File: src/rtl/adder_serial_pkg.sv
// adder_pkg: shared definitions for the digit-serial adder.
//   - ST_IDLE / ST_RUN / ST_DONE : 2-bit state encodings
//   - state_e                    : FSM state type built on those encodings
//   - steps_f / cnt_w_f          : constant helpers for the RUN-step count and
//                                  the step-counter width (minimum 1 bit)
package adder_pkg;

  localparam logic [1:0] ST_IDLE = 2'd0;
  localparam logic [1:0] ST_RUN  = 2'd1;
  localparam logic [1:0] ST_DONE = 2'd2;

  typedef enum logic [1:0] {
    S_IDLE = ST_IDLE,
    S_RUN  = ST_RUN,
    S_DONE = ST_DONE
  } state_e;

  // Number of RUN cycles needed to consume a WIDTH-bit operand.
  function automatic int steps_f(input int width, input int digit);
    return width / digit;
  endfunction

  // Counter width able to hold STEPS-1; a single-step build still gets 1 bit.
  function automatic int cnt_w_f(input int width, input int digit);
    int s;
    s = width / digit;
    return (s <= 1) ? 1 : $clog2(s);
  endfunction

endpackage

File: src/rtl/adder_serial_digit.sv
// adder_digit: combinational DIGIT-bit ripple slice used by the serial adder.
// Ports:
//   x, y : DIGIT-bit addends
//   ci   : carry-in
//   s    : DIGIT-bit sum
//   co   : carry-out
module adder_digit #(
  parameter int DIGIT = 2
) (
  input  logic [DIGIT-1:0] x,
  input  logic [DIGIT-1:0] y,
  input  logic             ci,
  output logic [DIGIT-1:0] s,
  output logic             co
);

  // Widen by one bit so the carry falls out of the top of the addition.
  logic [DIGIT:0] full;

  assign full = {1'b0, x} + {1'b0, y} + {{DIGIT{1'b0}}, ci};
  assign s    = full[DIGIT-1:0];
  assign co   = full[DIGIT];

endmodule

File: src/rtl/adder_serial.sv
// adder_serial: digit-serial adder, DIGIT bits per clock, valid/ready on both
// sides, one operation in flight.
// Optional build macro: ADDER_SERIAL_SUB_EN adds a 'sub' input; when set at
// acceptance the block computes a - b (sum[WIDTH] = 1 means no borrow).
// Ports:
//   clk       : rising-edge clock
//   rst_n     : synchronous active-low reset
//   in_valid  : operand set presented
//   in_ready  : block can accept operands (IDLE only)
//   a, b      : WIDTH-bit unsigned operands
//   cin       : carry-in
//   sub       : (ADDER_SERIAL_SUB_EN only) subtract request
//   out_valid : result available, held until out_ready
//   out_ready : consumer accepts the result
//   sum       : WIDTH+1 bit result, MSB is the carry-out
module adder_serial
  import adder_pkg::*;
#(
  parameter int WIDTH = 8,
  parameter int DIGIT = 2
) (
  input  logic             clk,
  input  logic             rst_n,
  input  logic             in_valid,
  output logic             in_ready,
  input  logic [WIDTH-1:0] a,
  input  logic [WIDTH-1:0] b,
  input  logic             cin,
`ifdef ADDER_SERIAL_SUB_EN
  input  logic             sub,
`endif
  output logic             out_valid,
  input  logic             out_ready,
  output logic [WIDTH:0]   sum
);

  localparam int STEPS = steps_f(WIDTH, DIGIT);
  localparam int CW    = cnt_w_f(WIDTH, DIGIT);

  state_e           state_q;
  logic [WIDTH-1:0] a_sh_q;
  logic [WIDTH-1:0] b_sh_q;
  logic [WIDTH-1:0] ps_q;
  logic [WIDTH-1:0] ps_d;
  logic             carry_q;
  logic [CW-1:0]    cnt_q;
  logic [WIDTH:0]   sum_q;
  logic             in_ready_q;
  logic             out_valid_q;

  logic [DIGIT-1:0] dig_s;
  logic             dig_co;

  // Operand B and initial carry as they are captured at acceptance.
  logic [WIDTH-1:0] b_lat;
  logic             c_lat;

  adder_digit #(
    .DIGIT(DIGIT)
  ) u_digit (
    .x (a_sh_q[DIGIT-1:0]),
    .y (b_sh_q[DIGIT-1:0]),
    .ci(carry_q),
    .s (dig_s),
    .co(dig_co)
  );

  // Subtraction is a + ~b + 1: invert B on capture and force the carry.
  always_comb begin
    b_lat = b;
    c_lat = cin;
`ifdef ADDER_SERIAL_SUB_EN
    if (sub) begin
      b_lat = ~b;
      c_lat = 1'b1;
    end
`endif
  end

  // New digits enter the partial sum from the top, so after STEPS shifts the
  // least-significant digit has reached bit 0.
  always_comb begin
    ps_d                   = ps_q >> DIGIT;
    ps_d[WIDTH-1 -: DIGIT] = dig_s;
  end

  always_ff @(posedge clk) begin
    if (!rst_n) begin
      state_q     <= S_IDLE;
      a_sh_q      <= '0;
      b_sh_q      <= '0;
      ps_q        <= '0;
      carry_q     <= 1'b0;
      cnt_q       <= '0;
      sum_q       <= '0;
      in_ready_q  <= 1'b1;
      out_valid_q <= 1'b0;
    end else begin
      case (state_q)
        S_IDLE: begin
          if (in_valid && in_ready_q) begin
            a_sh_q     <= a;
            b_sh_q     <= b_lat;
            carry_q    <= c_lat;
            cnt_q      <= '0;
            in_ready_q <= 1'b0;
            state_q    <= S_RUN;
          end
        end
        S_RUN: begin
          a_sh_q  <= a_sh_q >> DIGIT;
          b_sh_q  <= b_sh_q >> DIGIT;
          ps_q    <= ps_d;
          carry_q <= dig_co;
          cnt_q   <= cnt_q + CW'(1);
          if (cnt_q == CW'(STEPS - 1)) begin
            // Final digit: capture the result straight from this edge's slice.
            sum_q       <= {dig_co, ps_d};
            out_valid_q <= 1'b1;
            state_q     <= S_DONE;
          end
        end
        S_DONE: begin
          // in_valid is deliberately ignored here; an operand offered on the
          // handshake edge is taken on the following IDLE cycle.
          if (out_ready) begin
            out_valid_q <= 1'b0;
            in_ready_q  <= 1'b1;
            state_q     <= S_IDLE;
          end
        end
        default: begin
          out_valid_q <= 1'b0;
          in_ready_q  <= 1'b1;
          state_q     <= S_IDLE;
        end
      endcase
    end
  end

  assign in_ready  = in_ready_q;
  assign out_valid = out_valid_q;
  assign sum       = sum_q;

endmodule

File: config.mk
export PLATFORM = sky130hd
export DESIGN_NAME = adder_serial
export DESIGN_NICKNAME = d
export VERILOG_FILES = /design/src/rtl/adder_serial_pkg.sv /design/src/rtl/adder_serial_digit.sv /design/src/rtl/adder_serial.sv
export SDC_FILE = /design/constraint.sdc
export NUM_CORES = 1
export LEC_CHECK = 0
export ABC_AREA = 1
export CORE_MARGIN = 1
export CORE_UTILIZATION = 55
export CTS_CLUSTER_DIAMETER = 50
export CTS_CLUSTER_SIZE = 40
export DETAILED_ROUTE_END_ITERATION = 16
export DONT_BUFFER_PORTS = 1
export GPL_TIMING_DRIVEN = 0
export PLACE_DENSITY = 0.74
export SLEW_MARGIN = 15
export SYNTH_ARGS = -nofsm -noshare
export SYNTH_HDL_FRONTEND = slang
export SYNTH_HIERARCHICAL = 1
export SYNTH_SLANG_ARGS = --single-unit
File: constraint.sdc
create_clock -name clk -period 1.67 [get_ports clk]
set_clock_uncertainty 0.15 [all_clocks]
set_input_delay 0.501 -clock clk [delete_from_list [all_inputs] [get_ports clk]]
set_output_delay 0.501 -clock clk [all_outputs]
set_load 0.01 [all_outputs]
# After elaboration in Yosys (flattened, before gate mapping)

Index checks and enable logic that the tools add are counted.

Mux-type cells: 18
Bitwise logic cells: 2
Equal/unequal tests: 6
Add/sub/neg operators: 3
Reductions and logical operators: 8

Operator list:

| cell                  | count |
|---|---|
| $pmux W8 S2           | 2 |
| $mux W8               | 2 |
| $reduce_and A3 Y1     | 3 |
| $mux W2               | 4 |
| $ne A2 B2 Y1 const B  | 3 |
| $pmux W1 S3           | 2 |
| $pmux W2 S3           | 1 |
| $mux W1               | 5 |
| $eq A2 B2 Y1 const B  | 2 |
| $pmux W2 S2           | 1 |
| $reduce_and A2 Y1     | 2 |
| $add A2 B2 Y3         | 1 |
| $add A3 B1 Y3         | 1 |
| $add A2 B1 Y2 const B | 1 |
| $eq A2 B1 Y1 const B  | 1 |
| $logic_not A2 Y1      | 1 |
| $not A1 Y1            | 2 |
| $pmux W1 S2           | 1 |
| $reduce_bool A2 Y1    | 1 |
| $logic_and A1 B1 Y1   | 1 |

Input port bits: 21
Bits in registers: 40
Logic and storage cells: 46
Output and inout bits: 11

# Longest topological paths before layout

Gate-level depths: netlist of the first run.

Word-level depth: 3
Depth in mapped cells: 8
Depth with buffers taken out: 8

# Hierarchy

Netlist of the first run, hierarchy kept.

By module, submodules not included:

| module       | instances | seq. area each (sq um) | cells an instance | area an instance (sq um) |
|---|---|---|---|---|
| adder_serial | 1         | 760.7                  | 237               | 1631.6 |
| adder_digit  | 1         | 0.0                    | 10                | 70.1 |

# Worst setup path after synthesis of the first run

No wires, ideal clock.

Path type: reg2reg
From: register b_sh_q[0]
To: register ps_q[7]
Required time: 1404 ps
Setup time: 116 ps
Buffers on the path: 0
Setup slack: -76 ps
Cell stages (with the launch flop): 7
Arrival time: 1480 ps
Path through: dfxtp_1 inv_1 fa_1 fa_1 inv_1 o21ai_0 nor2_1

Longest elaborated chain between the ends: 2

Ends and longest elaborated chain:

| item                   | RTL line                 | source |
|---|---|---|
| from (decl)            | adder_serial.sv:42       | `logic [WIDTH-1:0] b_sh_q;` |
| from (signal assigned) | adder_serial.sv:103      | `b_sh_q <= b_lat;` |
| from (signal assigned) | adder_serial.sv:112      | `b_sh_q <= b_sh_q >> DIGIT;` |
| $add A2 B2 Y3          | adder_serial_digit.sv:20 | `assign full = {1'b0, x} + {1'b0, y} + {{DIGIT{1'b0}}, ci};` |
| $add A3 B1 Y3          | adder_serial_digit.sv:20 |  |
| via dig_s[1]           | adder_serial.sv:51       | `logic [DIGIT-1:0] dig_s;` |
| to (signal assigned)   | adder_serial.sv:113      | `ps_q <= ps_d;` |
| to (decl)              | adder_serial.sv:43       | `logic [WIDTH-1:0] ps_q;` |

The timed path passes the listed nets, and every way through them passes these cells.
A chain may end at the register's enable or synchronous reset.

# Final worst setup path of the first run

From: register carry_q
To: register sum_q[7], in the netlist sum[7]

Longest elaborated chain between the ends: 1

Ends and longest elaborated chain:

| item                   | RTL line                 | source |
|---|---|---|
| from (decl)            | adder_serial.sv:45       | `logic carry_q;` |
| from (signal assigned) | adder_serial.sv:104      | `carry_q <= c_lat;` |
| from (signal assigned) | adder_serial.sv:114      | `carry_q <= dig_co;` |
| $add A3 B1 Y3          | adder_serial_digit.sv:20 |  |
| via dig_s[1]           | adder_serial.sv:51       |  |
| to (signal assigned)   | adder_serial.sv:118      | `sum_q <= {dig_co, ps_d};` |
| to (decl)              | adder_serial.sv:47       | `logic [WIDTH:0] sum_q;` |

The timed path passes the listed nets, and every way through them passes these cells.

==> metrics.md, run 1 <==
| Metric | Value |
|---|---|
| Routed WL per cell | 11.6 µm |
| CP required | 1.81 ns |
| Vias in the first global route | 1330 |
| Fin. Hold Viols | 0 |
| Failing checks | design-rule violations, negative setup slack |
| Largest net degree at the start of global routing | 14 |
| HP Start | rst_n |
| CP peak stage delay | 0.46 ns |
| Register area | 764 µm² |
| Footprint of the multi-input gates | 769 µm² |
| TritonRoute pass-1 iters | 10 |
| Final wirelength | 3.31 mm |
| Post-route worst setup slack | -0.0435 ns |
| Clk buf depth | 2 |
| Area grow syn2layout | 9.41% |
| Final period util | 1.03 |
| IO Port Bufs | 0 |
| Kind of critical path | register to register |
| # fillers | 289 |
| Worst min path class | primary input to register |
| Antenna Nets Post-Route | 0 |
| Mapped Nets | 271 |
| Yosys reg bits | 38 |
| Worst Hold Path EP | cnt_q[0] |
| Worst flop-to-flop path endpoint | sum[7] |
| Horiz. Die Dim | 57.6 µm |
| Std cell rows | 19 |
| First-pass GRT wire length | 5.72 mm |
| Worst VDD drop | 1.01 mV |
| Initial antenna violation count | 0 |
| Leak | 0.000835 µW |
| Achievable Freq | 584 MHz |
| Height of the die | 57.6 µm |
| Slew headroom | 0.671 |
| RSZ-0062 raised after global routing | yes |
| Internal reg-to-reg setup slack | -0.04 ns |
| Clock Latency Late Sink | 0.34 ns |
| Vias | 1456 |
| Final net count | 278 |
| Worst Tran Pin Value | 0.494 ns |
| Die area | 0.00332 mm² |
| Residual DRC | 1 |
| Netlist cell types | 21 |
| H-tree Lvls | 2 |
| MaxCap Viol Count | 0 |
| Largest delay share family, worst path | adder cells |
| Crit path buf inv count | 2 |
| Fin crit period | 1.71 ns |
| Levels on crit path | 6 |
| Post-DP Area | 0.00174 mm² |
| Cell Chain, Critical Path | inv_2 > fa_2 > fa_1 > inv_2 > nand3_2 > a21oi_1 |
| Post-DP HPWL | 2.38 mm |
| Register clock-pin slew on the reported worst setup and hold paths | 0.13 ns |
| # diodes | 0 |
| Nature of the critical path endpoint | register |
| Slew Limit Fails | 0 |
| Number of DRC markers in iteration 0 | 99 |
| Clk sinks | 38 |
| Synthesis Warnings | 6 |
| Worst Path Arrival | 1.86 ns |
| Syn avg cell area | 6.89 µm² |
| Worst hold path depth | 2 |
| Initial core utilization | 0.596 |
| Post-CTS setup buffer count | 0 |
| Outcome | finished, violations left |
| Register area share after synthesis | 0.447 |
| Reg2reg start | carry_q |
| Core Region | 0.00285 mm² |
| Reg2Reg Depth | 6 |
| Finished Cell Area | 0.00186 mm² |
| I/O pins | 32 |
| Synth Cell Area | 0.00170 mm² |
| Layout cell share with drive strength beyond 1 | 0.125 |
| PD cells | 1150 mW/mm² |
| Cells after Synth | 247 |
| Total track usage | 0.228 |
| GP Congestion | 0.764 |
| Gr ovfl total | 0 |
| Endpoints failing setup | 2 |
| Vias/cell | 5.09 |
| TritonCTS clock tree | built |
| Worst path most repeated cell | inv_2 |
| Clock buffer count from CTS | 5 |
| CP Max Fanout | 2 |
| Critical path's slowest cell | fa_1 |
| Root buffer selected by CTS | clkbuf_4 |
| Final TNS setup | -0.0746 ns |
| Crit start category | register |
synthesized netlist by cell type:
library cell | instances | area share
a21o_1 | 1 | 0.0044
a21oi_1 | 16 | 0.047
buf_2 | 1 | 0.0029
buf_4 | 5 | 0.022
buf_6 | 2 | 0.013
clkbuf_1 | 4 | 0.0088
clkbuf_2 | 1 | 0.0029
dfxtp_1 | 38 | 0.45
fa_1 | 2 | 0.024
ha_1 | 1 | 0.0074
inv_1 | 24 | 0.053
inv_2 | 2 | 0.0044
nand2_1 | 72 | 0.16
nand2_2 | 1 | 0.0037
nand3_1 | 12 | 0.035
nor2_1 | 42 | 0.093
nor2_2 | 2 | 0.0074
nor2_4 | 1 | 0.0066
nor3_1 | 2 | 0.0059
o21ai_0 | 17 | 0.050
o21ai_1 | 1 | 0.0029
layout by cell type, fill, tap and decap left out:
master,Yosys,final
nand3_1,12,11
nor2_1,42,42
o21ai_1,1,1
nand2_2,1,1
clkbuf_2,1,1
bufinv_16,0,2
o21ai_2,0,1
nor2_4,1,1
buf_2,1,1
fa_2,0,1
ha_1,1,1
fa_1,2,1
clkbuf_4,0,5
buf_4,5,5
nor3_1,2,2
o21ai_0,17,16
dfxtp_2,0,3
clkinv_4,0,1
dfxtp_1,38,35
nor2_2,2,2
buf_6,2,2
inv_1,24,21
nand2_1,72,72
a21oi_1,16,16
clkbuf_1,4,4
a21o_1,1,1
inv_2,2,5
nand3_2,0,1
per-layer routing:
metal / vias up / routed length (µm) / global-route usage
met2: 22 / 1550 / 0.374
met5: - / 0 / 0
met3: 7 / 138 / 0.0759
li1: 776 / - / -
met4: 0 / 46 / 0.0732
met1: 651 / 1580 / 0.284
area by class of cell:
type | count | share of cell area
sequential | 38 | 0.411
clock buffer | 5 | 0.0202
tap | 31 | 0.0208
inverter | 26 | 0.0524
multi-input combinational | 170 | 0.413
buffer | 13 | 0.0457
clock inverter | 3 | 0.0370
registers in the layout, indices dropped and copies added (netlist names), 2 cells and up:
signal and flops:
sum 9, a_sh_q 8, b_sh_q 8, ps_q 6, cnt_q 2, state_q 2
repair_timing:
item,in CTS,in global routing
pin swaps,3,0
resized for setup,5,3
endpoints found under the setup margin,4,4
hold buffers,0,0
logic make-up (layout without fill, tap and decap cells):
logic type / count (synthesis) / in the layout / synth area share
AND/OR/NAND/NOR: 132 / 132 / 0.310
buffers and inverters: 39 / 47 / 0.107
flip-flops: 38 / 38 / 0.447
AO/OA/AOI/OAI: 35 / 35 / 0.104
adder cells (fa/ha/maj): 3 / 3 / 0.0309
worst max-delay path by stage:
stage / start / end / slack, ns
6_report: carry_q / sum[7] / -0.04
5_1_grt: carry_q / ps_q[7] / -0.09
4_1_cts: carry_q / sum[7] / -0.04
3_5_place_dp: b_sh_q[0] / sum[7] / -0.09
3_3_place_gp: b_sh_q[0] / sum[7] / -0.07
2_1_floorplan: b_sh_q[0] / ps_q[7] / 0.004
power breakdown:
group / switching (µW) / total [µW] / internal (µW)
Sequential: 34.0 / 1010 / 978
Combinational: 223 / 351 / 127
Clock: 317 / 785 / 468
metrics by stage:
step,worst slack (ns),power [µW],utilization,std cells,hold WS [ns]
final,-0.0435,2150,0.653,286,0.139
after global routing,-0.0852,2270,0.653,286,0.104
after CTS,-0.0427,2160,0.651,286,0.118
after detailed placement,-0.0949,1370,0.611,278,0.301
after global placement,-0.0656,1360,0.611,278,0.304
after floorplan,0.00419,1300,-,247,0.282
(Power assumes the default switching activity.)
==> run 2, diff against run 1 <==
--- a/config.mk
+++ b/config.mk
@@ -19,3 +19,4 @@
 export SYNTH_HDL_FRONTEND = slang
 export SYNTH_HIERARCHICAL = 1
 export SYNTH_SLANG_ARGS = --single-unit
+export TNS_END_PERCENT = 5
==> run 2 against run 1 <==
The flow still finishes with violations (design-rule violations, negative setup slack). Register-to-register slack barely moved. Via count did not move. Sequential cell count unchanged. Combinational power barely moved. Worst setup slack is essentially flat. Utilization did not move. Die area did not move. Total power hardly changed. Cell area unchanged. Sequential power hardly changed. Final cell count is the same. Wire length hardly changed. Largest power group unchanged.
==> metrics.md, run 2 (synthesized netlist as in run 1, its figures left out) <==
| Metric | Value |
|---|---|
| Max reg flops | 9 |
| Routed WL per cell | 11.6 µm |
| Post-DP HPWL | 2.38 mm |
| Crit start category | register |
| Vias in the first global route | 1329 |
| Failing checks | design-rule violations, negative setup slack |
| Nature of the critical path endpoint | register |
| Worst min path class | primary input to register |
| Largest net degree at the start of global routing | 14 |
| Reg2Reg Depth | 6 |
| Worst Tran Pin Value | 0.494 ns |
| Critical Path Sink | sum[7] |
| GP Congestion | 0.764 |
| # fillers | 289 |
| Vias/cell | 5.09 |
| H-tree Lvls | 2 |
| Kind of critical path | register to register |
| Fin Hold WS | 0.139 ns |
| Clock Latency Late Sink | 0.34 ns |
| Gr ovfl total | 0 |
| Achievable Freq | 584 MHz |
| Internal reg-to-reg setup slack | -0.04 ns |
| Final Util | 0.653 |
| # diodes | 0 |
| Endpoints failing setup | 2 |
| Critical path origin | carry_q |
| Most frequent cells in the layout | 72 x nand2_1, 42 x nor2_1, 35 x dfxtp_1 |
| Horiz. Die Dim | 57.6 µm |
| Final net count | 278 |
| First-pass GRT wire length | 5.73 mm |
| Post-CTS setup buffer count | 0 |
| Clk sinks | 38 |
| Height of the die | 57.6 µm |
| Layout cell share with drive strength beyond 1 | 0.125 |
| Root buffer selected by CTS | clkbuf_4 |
| I/O pins | 32 |
| Final TNS setup | -0.0736 ns |
| HP Start | rst_n |
| Outcome | finished, violations left |
| Final wirelength | 3.31 mm |
| Std cell rows | 19 |
| Commonest non-fill, non-tap cell in the layout | nand2_1 |
| Die area | 0.00332 mm² |
| Fin. Hold Viols | 0 |
| Clk buf depth | 2 |
| Area grow syn2layout | 9.41% |
| Fin crit period | 1.71 ns |
| Leak | 0.000835 µW |
| Register clock-pin slew on the reported worst setup and hold paths | 0.13 ns |
| Post-route worst setup slack | -0.0434 ns |
| Place WS | -0.0949 ns |
| Worst VDD drop | 1.01 mV |
| Vias | 1456 |
| Worst flop-to-flop path endpoint | sum[7] |
| Initial antenna violation count | 0 |
| Worst Path Arrival | 1.86 ns |
| Final period util | 1.03 |
| CP required | 1.81 ns |
| Number of DRC markers in iteration 0 | 69 |
| Residual DRC | 1 |
| Clock buffer count from CTS | 5 |
| Reg2reg start | carry_q |
| CP Max Fanout | 2 |
| PD cells | 1150 mW/mm² |
| TritonRoute pass-1 iters | 10 |
| RSZ-0062 raised after global routing | yes |
| Total track usage | 0.229 |
| Initial core utilization | 0.596 |
| MaxCap Viol Count | 0 |
| IO Port Bufs | 0 |
| Slew Limit Fails | 0 |
| Core Region | 0.00285 mm² |
| Slew headroom | 0.670 |
| Antenna Nets Post-Route | 0 |
| TritonCTS clock tree | built |
-- run 2: report_power, final --
group / total (µW) / internal [µW] / switching (µW)
logic: 351 / 127 / 223
clock network: 785 / 468 / 317
registers: 1010 / 978 / 34.1
total: 2150 / 1570 / 574
-- run 2: cell type report --
cell class | count | area [µm²] | share of cell area
flip-flops and latches | 38 | 764 | 0.411
clock inverters | 3 | 68.8 | 0.0370
multi-input cells | 170 | 769 | 0.413
inverters | 26 | 97.6 | 0.0524
well taps | 31 | 38.8 | 0.0208
plain buffers | 13 | 85.1 | 0.0457
clock buffers | 5 | 37.5 | 0.0202
-- run 2: through the flow --
stage / cells / instance area (µm²) / power [µW]
after global routing: 286 / 1860 / 2270
after detailed placement: 278 / 1740 / 1370
after CTS: 286 / 1850 / 2160
final: 286 / 1860 / 2150
after global placement: 278 / 1740 / 1360
after floorplan: 247 / 1700 / 1300
-- run 2: per-layer routing --
layer | part of all wire | up-vias | track usage | routed length [µm]
met3 | 0.047 | 7 | 0.0759 | 155
met2 | 0.47 | 24 | 0.370 | 1550
li1 | - | 776 | - | -
met1 | 0.47 | 649 | 0.290 | 1560
met5 | 0 | - | 0 | 0
met4 | 0.014 | 0 | 0.0732 | 46
-- run 2: how the worst min path moves through the flow --
stage / depth (start not counted) / endpoint / slack, ns
4_1_cts: 2 / cnt_q[0] / 0.12
3_3_place_gp: 1 / cnt_q[0] / 0.30
5_1_grt: 2 / cnt_q[0] / 0.10
6_report: 2 / cnt_q[0] / 0.14
2_1_floorplan: 1 / cnt_q[0] / 0.28
3_5_place_dp: 1 / cnt_q[0] / 0.30
-- run 2: what timing repair did --
action / in CTS / in global routing
endpoints found under the setup margin: 4 / 4
pin swaps: 3 / 0
cloned: 0 / 0
gates resized for setup: 4 / 4
hold buffers: 0 / 0
-- run 2: critical path, stage by stage, from the launching register on --
cell     delay [ns]
dfxtp_2        0.35
inv_2          0.04
fa_2           0.38
fa_1           0.46
inv_2          0.09
nand3_2        0.07
a21oi_1        0.13
